File: config.mk
export PLATFORM = sky130hd
export DESIGN_NAME = pc_next_unit
export DESIGN_NICKNAME = d
export VERILOG_FILES = /design/src/rtl/pc_unit_pkg.sv /design/src/rtl/pc_next_unit_prio_enc.sv /design/src/rtl/pc_next_unit.sv
export SDC_FILE = /design/constraint.sdc
export NUM_CORES = 1
export LEC_CHECK = 0
export ABC_AREA = 0
export CORE_MARGIN = 4
export CORE_UTILIZATION = 43
export DETAILED_ROUTE_END_ITERATION = 10
export PLACE_DENSITY = 0.77
export SLEW_MARGIN = 10
export SYNTH_ARGS = -nofsm -noshare
export SYNTH_HDL_FRONTEND = slang
export SYNTH_HIERARCHICAL = 1
export SYNTH_SLANG_ARGS = --single-unit
File: constraint.sdc
create_clock -name clk -period 2.4 [get_ports clk]
set_clock_uncertainty 0.2 [all_clocks]
set_input_delay 0.48 -clock clk [delete_from_list [all_inputs] [get_ports clk]]
set_output_delay 0.48 -clock clk [all_outputs]
set_load 0.03 [all_outputs]
File: src/rtl/pc_unit_pkg.sv
// pc_unit_pkg
// Shared types and defaults for the next-PC unit.
//   pc_state_t : sequencing state of the PC register (BOOT, RUN, PEND).
//   *_DEF      : default PC width, reset PC and sequential increment.
//   src_w()    : width of a redirect-source index for a given source count.
package pc_unit_pkg;

  localparam int PC_W_DEF     = 8;
  localparam int RESET_PC_DEF = 0;
  localparam int INC_DEF      = 1;

  typedef enum logic [1:0] {
    BOOT = 2'd0,
    RUN  = 2'd1,
    PEND = 2'd2
  } pc_state_t;

  // A single-source configuration still needs a 1-bit index field.
  function automatic int src_w(input int n);
    return (n > 1) ? $clog2(n) : 1;
  endfunction

endpackage

File: src/rtl/pc_next_unit_prio_enc.sv
// prio_enc
// Combinational priority encoder used to arbitrate live redirect requests.
// Ports:
//   req : request vector, bit 0 has the highest priority
//   any : at least one request bit is set
//   idx : index of the lowest set bit (0 when no bit is set)
module prio_enc
  import pc_unit_pkg::*;
#(
  parameter int N  = 4,
  parameter int IW = src_w(N)
) (
  input  logic [N-1:0]  req,
  output logic          any,
  output logic [IW-1:0] idx
);

  // Scanning from the top down lets the lowest set index overwrite the rest.
  always_comb begin
    any = |req;
    idx = '0;
    for (int i = N - 1; i >= 0; i--) begin
      if (req[i]) idx = IW'(i);
    end
  end

endmodule

File: src/rtl/pc_next_unit.sv
// pc_next_unit
// Registered program counter with prioritised redirects and stall handling.
// A redirect that arrives while stalled is held in a pending slot and applied
// when the stall releases, unless a strictly higher-priority live redirect
// arrives in the release cycle.
// Optional feature: define PC_MISALIGN_CHK_EN to add the misalign output and
// force the low ALIGN_BITS of every applied redirect target to zero.
// Ports:
//   clk            : system clock, rising edge
//   rst            : synchronous active-high reset
//   stall          : hold the PC this cycle
//   redirect_req   : per-source redirect request, index 0 highest priority
//   redirect_tgt   : flattened targets, source i at [i*PC_W +: PC_W]
//   pc             : current PC (registered)
//   pc_valid       : pc is a valid fetch address
//   redirect_taken : one-cycle pulse, pc was loaded from a redirect
//   taken_src      : source index of the last redirect taken (sticky)
//   pend           : a redirect is waiting for the stall to release
//   misalign       : (PC_MISALIGN_CHK_EN only) applied target had low bits set
module pc_next_unit
  import pc_unit_pkg::*;
#(
  parameter int PC_W       = PC_W_DEF,
  parameter int NUM_SRC    = 4,
  parameter int INC        = INC_DEF,
  parameter int RESET_PC   = RESET_PC_DEF,
  parameter int ALIGN_BITS = 0
) (
  input  logic                      clk,
  input  logic                      rst,
  input  logic                      stall,
  input  logic [NUM_SRC-1:0]        redirect_req,
  input  logic [NUM_SRC*PC_W-1:0]   redirect_tgt,
  output logic [PC_W-1:0]           pc,
  output logic                      pc_valid,
  output logic                      redirect_taken,
  output logic [src_w(NUM_SRC)-1:0] taken_src,
  output logic                      pend
`ifdef PC_MISALIGN_CHK_EN
  ,
  output logic                      misalign
`endif
);

  localparam int SW = src_w(NUM_SRC);

  pc_state_t       state;
  logic [PC_W-1:0] pend_tgt;
  logic [SW-1:0]   pend_src;

  logic            live_any;
  logic [SW-1:0]   live_idx;
  logic [PC_W-1:0] live_tgt;

  logic            use_live;
  logic [PC_W-1:0] sel_tgt;
  logic [SW-1:0]   sel_src;
  logic [PC_W-1:0] load_pc;

  prio_enc #(
    .N  (NUM_SRC),
    .IW (SW)
  ) u_prio_enc (
    .req (redirect_req),
    .any (live_any),
    .idx (live_idx)
  );

  assign live_tgt = redirect_tgt[int'(live_idx)*PC_W +: PC_W];

  // On stall release in PEND the live request only wins if it is strictly
  // higher priority than the pending one; in RUN the live winner is the only
  // candidate, so the same mux serves both states.
  always_comb begin
    use_live = 1'b1;
    if (state == PEND) use_live = live_any && (live_idx < pend_src);
    sel_tgt = use_live ? live_tgt : pend_tgt;
    sel_src = use_live ? live_idx : pend_src;
  end

`ifdef PC_MISALIGN_CHK_EN
  localparam logic [PC_W-1:0] ALIGN_MASK = (PC_W'(1) << ALIGN_BITS) - PC_W'(1);

  logic load_mis;

  // Low target bits are cleared on load and flagged if any were set.
  always_comb begin
    load_pc  = sel_tgt & ~ALIGN_MASK;
    load_mis = |(sel_tgt & ALIGN_MASK);
  end
`else
  assign load_pc = sel_tgt;
`endif

  // PC sequencing: BOOT presents RESET_PC once as the first fetch, RUN
  // advances or redirects, PEND holds a redirect captured during a stall.
  // Pulse outputs default low every cycle and are raised only on a load.
  always_ff @(posedge clk) begin
    if (rst) begin
      state          <= BOOT;
      pc             <= PC_W'(RESET_PC);
      pc_valid       <= 1'b0;
      redirect_taken <= 1'b0;
      taken_src      <= '0;
      pend           <= 1'b0;
      pend_tgt       <= '0;
      pend_src       <= '0;
`ifdef PC_MISALIGN_CHK_EN
      misalign       <= 1'b0;
`endif
    end else begin
      redirect_taken <= 1'b0;
`ifdef PC_MISALIGN_CHK_EN
      misalign       <= 1'b0;
`endif
      case (state)
        BOOT: begin
          state    <= RUN;
          pc_valid <= 1'b1;
        end

        RUN: begin
          if (!stall) begin
            if (live_any) begin
              pc             <= load_pc;
              redirect_taken <= 1'b1;
              taken_src      <= sel_src;
`ifdef PC_MISALIGN_CHK_EN
              misalign       <= load_mis;
`endif
            end else begin
              pc <= pc + PC_W'(INC);
            end
          end else if (live_any) begin
            pend_tgt <= live_tgt;
            pend_src <= live_idx;
            pend     <= 1'b1;
            state    <= PEND;
          end
        end

        PEND: begin
          if (stall) begin
            // Equal priority replaces the entry so the newest target wins.
            if (live_any && (live_idx <= pend_src)) begin
              pend_tgt <= live_tgt;
              pend_src <= live_idx;
            end
          end else begin
            pc             <= load_pc;
            redirect_taken <= 1'b1;
            taken_src      <= sel_src;
`ifdef PC_MISALIGN_CHK_EN
            misalign       <= load_mis;
`endif
            pend           <= 1'b0;
            state          <= RUN;
          end
        end

        default: begin
          state <= BOOT;
        end
      endcase
    end
  end

endmodule

==> results of run 1 <==
==> cell type report <==
class	instances	area share (%)
timing repair buffer	72	27.4
tap	50	2.44
inverter	10	1.46
clock buffer	4	1.76
multi-input combinational	136	47.4
sequential	25	19.5
==> stage by stage <==
| step | instance area, µm² | setup slack (ps) | util (%) |
|---|---|---|---|
| finish | 2560 | 249 | 64.5 |
| global route | 2560 | 153 | 64.5 |
| CTS | 2490 | -5.91 | 62.8 |
| detailed placement | 2430 | -410 | 61.3 |
| global placement | 2430 | -340 | 61.3 |
| floorplan | 1770 | 80.9 | - |
==> registers in the layout (all words and copies together) (netlist names) <==
name	count
state	2
redirect_taken	1
pc_valid	1
taken_src	2
pend_tgt	8
pend	1
pend_src	2
pc	8
==> worst paths after layout <==
| kind | from | end | slack [ps] | cells after the start |
|---|---|---|---|---|
| worst max-delay path | pc[2] | pc[2] | 250 | 1 |
| worst min-delay path | pend_tgt[3] | pend_tgt[3] | 280 | 2 |
| worst max register to register | state[0] | pend_tgt[4] | 380 | 6 |
| worst min register to register | pend_tgt[3] | pend_tgt[3] | 280 | 2 |
==> per-layer routing <==
metal  global-route usage, %  vias to the layer above
met5                       0                        -
met4                    8.14                        0
met3                    2.63                       11
met2                    32.6                       72
met1                    22.5                      816
li1                        -                      845
==> power by group <==
| part | switching, mW | internal, mW | total (mW) |
|---|---|---|---|
| sequential | 0.0953 | 0.525 | 0.621 |
| combinational | 0.618 | 0.485 | 1.10 |
| clock | 0.140 | 0.119 | 0.259 |
| total | 0.853 | 1.13 | 1.98 |
==> synthesized netlist by cell type, drive strengths merged <==
| cell type | number | area share (%) |
|---|---|---|
| a41oi | 2 | 1.4 |
| nor4 | 1 | 0.35 |
| o211a | 1 | 0.57 |
| mux4 | 8 | 10 |
| and2b | 1 | 0.57 |
| o211ai | 1 | 0.71 |
| or4 | 1 | 0.43 |
| nor4bb | 1 | 0.57 |
| nand2b | 2 | 0.85 |
| and3 | 1 | 0.35 |
| inv | 10 | 2.1 |
| ha | 7 | 5.0 |
| nor2b | 1 | 0.50 |
| a221o | 1 | 0.57 |
| o22ai | 1 | 0.35 |
| a22oi | 1 | 1.2 |
| clkbuf | 5 | 1.1 |
| a21oi | 23 | 6.9 |
| o21a | 1 | 0.43 |
| a211oi | 7 | 3.3 |
| a311oi | 1 | 0.50 |
| o21bai | 3 | 1.5 |
| o21ai | 7 | 2.8 |
| buf | 8 | 3.8 |
| dfxtp | 25 | 28 |
| nand4b | 1 | 0.50 |
| o31ai | 11 | 6.7 |
| nand2 | 7 | 1.6 |
| o21ba | 1 | 0.57 |
| a2bb2oi | 1 | 0.85 |
| nor3 | 6 | 2.3 |
| nand3 | 5 | 1.4 |
| nor2 | 11 | 2.5 |
| o2bb2ai | 1 | 0.50 |
| o221ai | 3 | 1.5 |
| o32ai | 1 | 0.50 |
| nand4 | 11 | 3.9 |
| mux2i | 5 | 2.8 |
==> cell families (layout without fill, tap and decap cells) <==
group	count (synthesis)	in the layout	synth area share, %
AO/OA/AOI/OAI	67	67	30.8
adder cells (fa/ha/maj)	7	7	4.96
buffers and inverters	23	86	7.02
flip-flops	25	25	28.3
multiplexers	13	13	13.0
AND/OR/NAND/NOR	49	49	15.8
==> repair_timing <==
action	CTS	global route
resized for setup	5	13
setup endpoints to repair	13	20
pin swaps	0	5
hold buffers	0	0
==> flow_summary.json, run 1 <==
{
  "status": "complete, no violations",
  "placedCellCount": 293,
  "clk_latency_ps": 270,
  "drt_iter0_drc": 112,
  "critical-path-max-stage-delay_ps": 720,
  "avgRoutedWirePerCell_um": 15.8,
  "dr_wl_met3_um": 266,
  "initial_core_util_pct": 44.5,
  "worst_hold_slack_ps": 277,
  "regArea_um2": 500,
  "antenna_found_initial": 0,
  "layout-drive-gt1-share_pct": 26.7,
  "syn_inst": 184,
  "grt_pass1_wl_um": 7670,
  "rows": 23,
  "fin_crit_sh_pct": 89.6,
  "vias": 1744,
  "final_common_cell": "clkdlybuf4s50_1",
  "path_cells": "clkdlybuf4s50_1",
  "areaGrowthSynthToFinish_pct": 45.1,
  "grt_start_max_net_pins": 14,
  "slew_violations": 0,
  "antenna_cells": 0,
  "start_kind": "register",
  "path_delay_family": "buffers and inverters",
  "cts_buffer_depth": 2,
  "drc": 0,
  "power_density_nw_per_um2": 774,
  "place_congestion": 0.874,
  "core_um2": 3970,
  "root_buffer": "clkbuf_8",
  "ioPinCount": 52,
  "syn_avg_cell_area_um2": 9.59,
  "ant_nets": 0,
  "power.leakage_nw": 0.957,
  "fmax_mhz": 465,
  "fin_nets": 294,
  "wl_met2_um": 2240,
  "syn_nets": 230,
  "cts_max_level": 1,
  "end_kind": "output pin",
  "timing.setup.tns_ps": 0,
  "final_cell_mix": "47 x clkdlybuf4s50_1, 25 x dfxtp_1, 20 x a21oi_1, 18 x buf_4, 11 x nand4_1",
  "worst_path_max_delay_cell": "clkdlybuf4s50_1",
  "m1WireLength_um": 2050,
  "clkTransAtPathRegs_ps": 90,
  "ys_seq_area_share_pct": 28.3,
  "n_fill_cell": 318,
  "die-area_um2": 5190,
  "hold_viol": 0,
  "port_buffers": 51,
  "max_cap_viol_count": 0,
  "hold_path_class": "register to register",
  "fin_cells": 297,
  "synth-seq-cells": 25,
  "ys_types": 53,
  "yosysWarnings": 6,
  "grt_pass1_vias": 1739,
  "die_width_um": 72.1,
  "dp_hpwl_um": 3620,
  "worst_slew_pin_slew_ps": 487,
  "cts_sinks": 25,
  "cts_setup_buffers": 0,
  "cts_buffers": 3,
  "synth_area_um2": 1770,
  "rsz0062_at_grt": "false",
  "drt_first_pass_iters": 4,
  "cp.arrival_ps": 1470,
  "multi_input_area_um2": 1210,
  "cts_tree": "done",
  "die_h_um": 72.1,
  "total_power_mw": 1.98,
  "overflow": 0,
  "crit_required_ps": 1720,
  "vdd_drop_max_v": 0.000458,
  "relSlewSlack_pct": 67.5,
  "critPathKind": "register to output pin",
  "wl_um": 4680,
  "setup_viol": 0,
  "highest_layer": "met4",
  "critPathBufInv": 1,
  "critPathMaxFanout": 8,
  "drt-vias-per-instance": 5.87,
  "track_usage_pct": 18.6,
  "period_needed_ps": 2150
}
Power figures use the tool's default switching activity.
==> run 2: changes to the inputs <==
--- a/config.mk
+++ b/config.mk
@@ -9,7 +9,8 @@
 export CORE_MARGIN = 4
 export CORE_UTILIZATION = 43
 export DETAILED_ROUTE_END_ITERATION = 10
-export PLACE_DENSITY = 0.77
+export PLACE_DENSITY = 0.79
+export RECOVER_POWER = 25
 export SLEW_MARGIN = 10
 export SYNTH_ARGS = -nofsm -noshare
 export SYNTH_HDL_FRONTEND = slang
==> run 2 against run 1 <==
  * Clock-buffer cell count unchanged
  * Largest power group unchanged
  * Final cell count is the same
  * Flip-flop and latch count unchanged
  * Critical path depth rose by 6
  * Critical path type is now input pin to register
  * Worst hold slack lost 1.7 ps
  * Maximum frequency shrank 5.5%
  * Non-clock buffer count unchanged
==> flow_summary.json, run 2 (synthesized netlist as in run 1, its figures left out) <==
{
  "status": "complete, no violations",
  "grt_pass1_wl_um": 7670,
  "rows": 23,
  "worst_slew_pin_slew_ps": 533,
  "grt_start_max_net_pins": 21,
  "worst_hold_slack_ps": 276,
  "wl_um": 4810,
  "r2r-end": "pend_tgt[5]",
  "fin_crit_sh_pct": 94.9,
  "drt-vias-per-instance": 5.82,
  "cts_tree": "done",
  "crit_required_ps": 2370,
  "cts_sinks": 25,
  "hold_viol": 0,
  "cts_buffers": 3,
  "rsz0062_at_grt": "false",
  "drt_iter0_drc": 175,
  "overflow": 0,
  "root_buffer": "clkbuf_8",
  "final_common_cell": "clkdlybuf4s50_1",
  "die_width_um": 72.1,
  "drt_first_pass_iters": 4,
  "rrSetupSlack_ps": 360,
  "cp-startpoint": "redirect_req[0]",
  "grt.met1_usage_pct": 23.9,
  "antenna_found_initial": 0,
  "ioPinCount": 52,
  "critPathKind": "input pin to register",
  "slew_violations": 0,
  "critPathMaxFanout": 10,
  "die_h_um": 72.1,
  "clk_latency_ps": 280,
  "antenna_cells": 0,
  "max_cap_viol_count": 0,
  "place_congestion": 0.793,
  "areaGrowthSynthToFinish_pct": 44.3,
  "hold_path_class": "register to register",
  "grt_pass1_vias": 1694,
  "clkTransAtPathRegs_ps": 90,
  "end_kind": "register",
  "fin_nets": 294,
  "cts_hold_buf": 0,
  "relSlewSlack_pct": 64.5,
  "core_um2": 3970,
  "power.leakage_nw": 0.961,
  "cts_max_level": 1,
  "cts_buffer_depth": 2,
  "final_cell_mix": "40 x clkdlybuf4s50_1, 25 x dfxtp_1, 21 x a21oi_1, 16 x buf_4, 11 x nand4_1",
  "timing.rr.start": "state[0]",
  "ant_nets": 0,
  "timing.setup.tns_ps": 0,
  "globalRoute.busiestLayer": "met2",
  "timing.critical_path.to": "pend_tgt[5]",
  "setup_viol": 0,
  "reg_top3": "pc: 8 flops, pend_tgt: 8 flops",
  "power_density_nw_per_um2": 774,
  "fmax_mhz": 439,
  "cp.arrival_ps": 2240,
  "dp_hpwl_um": 3620,
  "use_met2_pct": 30.7,
  "die-area_um2": 5190,
  "reg2reg_depth": 7,
  "setup_slack_ps": 123,
  "finish.utilization_pct": 64.1,
  "use_met3_pct": 1.94,
  "port_buffers": 51,
  "drc": 0,
  "start_kind": "input pin",
  "track_usage_pct": 18.3,
  "vias": 1730,
  "vdd_drop_max_v": 0.000467,
  "place_ws_ps": -389,
  "initial_core_util_pct": 44.5,
  "avgRoutedWirePerCell_um": 16.2,
  "period_needed_ps": 2280,
  "layout-drive-gt1-share_pct": 25.9
}
==> run 2: cell count changes in the layout (fill, tap and decap cells not counted), moves of 2 or more <==
cell             previous run  this run
buf_4                      18        16
buf_6                       1         3
clkdlybuf4s50_1            47        40
dlygate4sd3_1               0         8
o221ai_1                    1         3
o221ai_2                    2         0
==> run 2: worst min-delay path by stage <==
stage	start	to	slack [ps]	cells past startpoint
final	pc_valid	pc_valid	280	2
after global routing	pend_tgt[0]	pend_tgt[0]	310	2
after CTS	pend_tgt[7]	pend_tgt[7]	280	2
after detailed placement	pc_valid	pc_valid	270	2
after global placement	pc_valid	pc_valid	250	2
after floorplan	pend_tgt[6]	pend_tgt[6]	250	2
==> run 2: repair_timing <==
| item | in CTS | in global routing |
|---|---|---|
| pin swaps | 0 | 5 |
| setup buffers | 0 | 1 |
| gates resized for setup | 4 | 12 |
| endpoints found under the setup margin | 12 | 12 |
==> run 2: metrics by stage <==
step                cell area, µm²  cells  power [mW]
floorplan                     1770    184        1.32
global placement              2430    292        1.64
detailed placement            2430    292        1.67
CTS                           2500    296        1.94
global route                  2550    297        2.09
finish                        2550    297        1.97
==> run 2: cell type report <==
| cell class | instances | area, µm² |
|---|---|---|
| tap | 50 | 62.6 |
| timing repair buffer | 72 | 712 |
| fill | 339 | 1420 |
| inverter | 10 | 37.5 |
| sequential | 25 | 500 |
| clock buffer | 4 | 45.0 |
| multi-input combinational | 136 | 1190 |
==> run 2: worst max-delay path, cell delays in order <==
cell and delay [ps]:
clkdlybuf4s50_1 460, nor3_2 170, ha_1 270, and2b_4 210
o211a_4 330, o31ai_2 220, a21oi_1 110
==> run 2: metal layers <==
layer,up-vias,routed length (µm)
met2,82,2300
met5,-,0
met3,9,313
met4,0,118
met1,798,2080
li1,841,-
==> run 2: where the power goes <==
group	switching, mW	internal, mW
clock network	0.144	0.119
logic	0.617	0.472
registers	0.0942	0.525
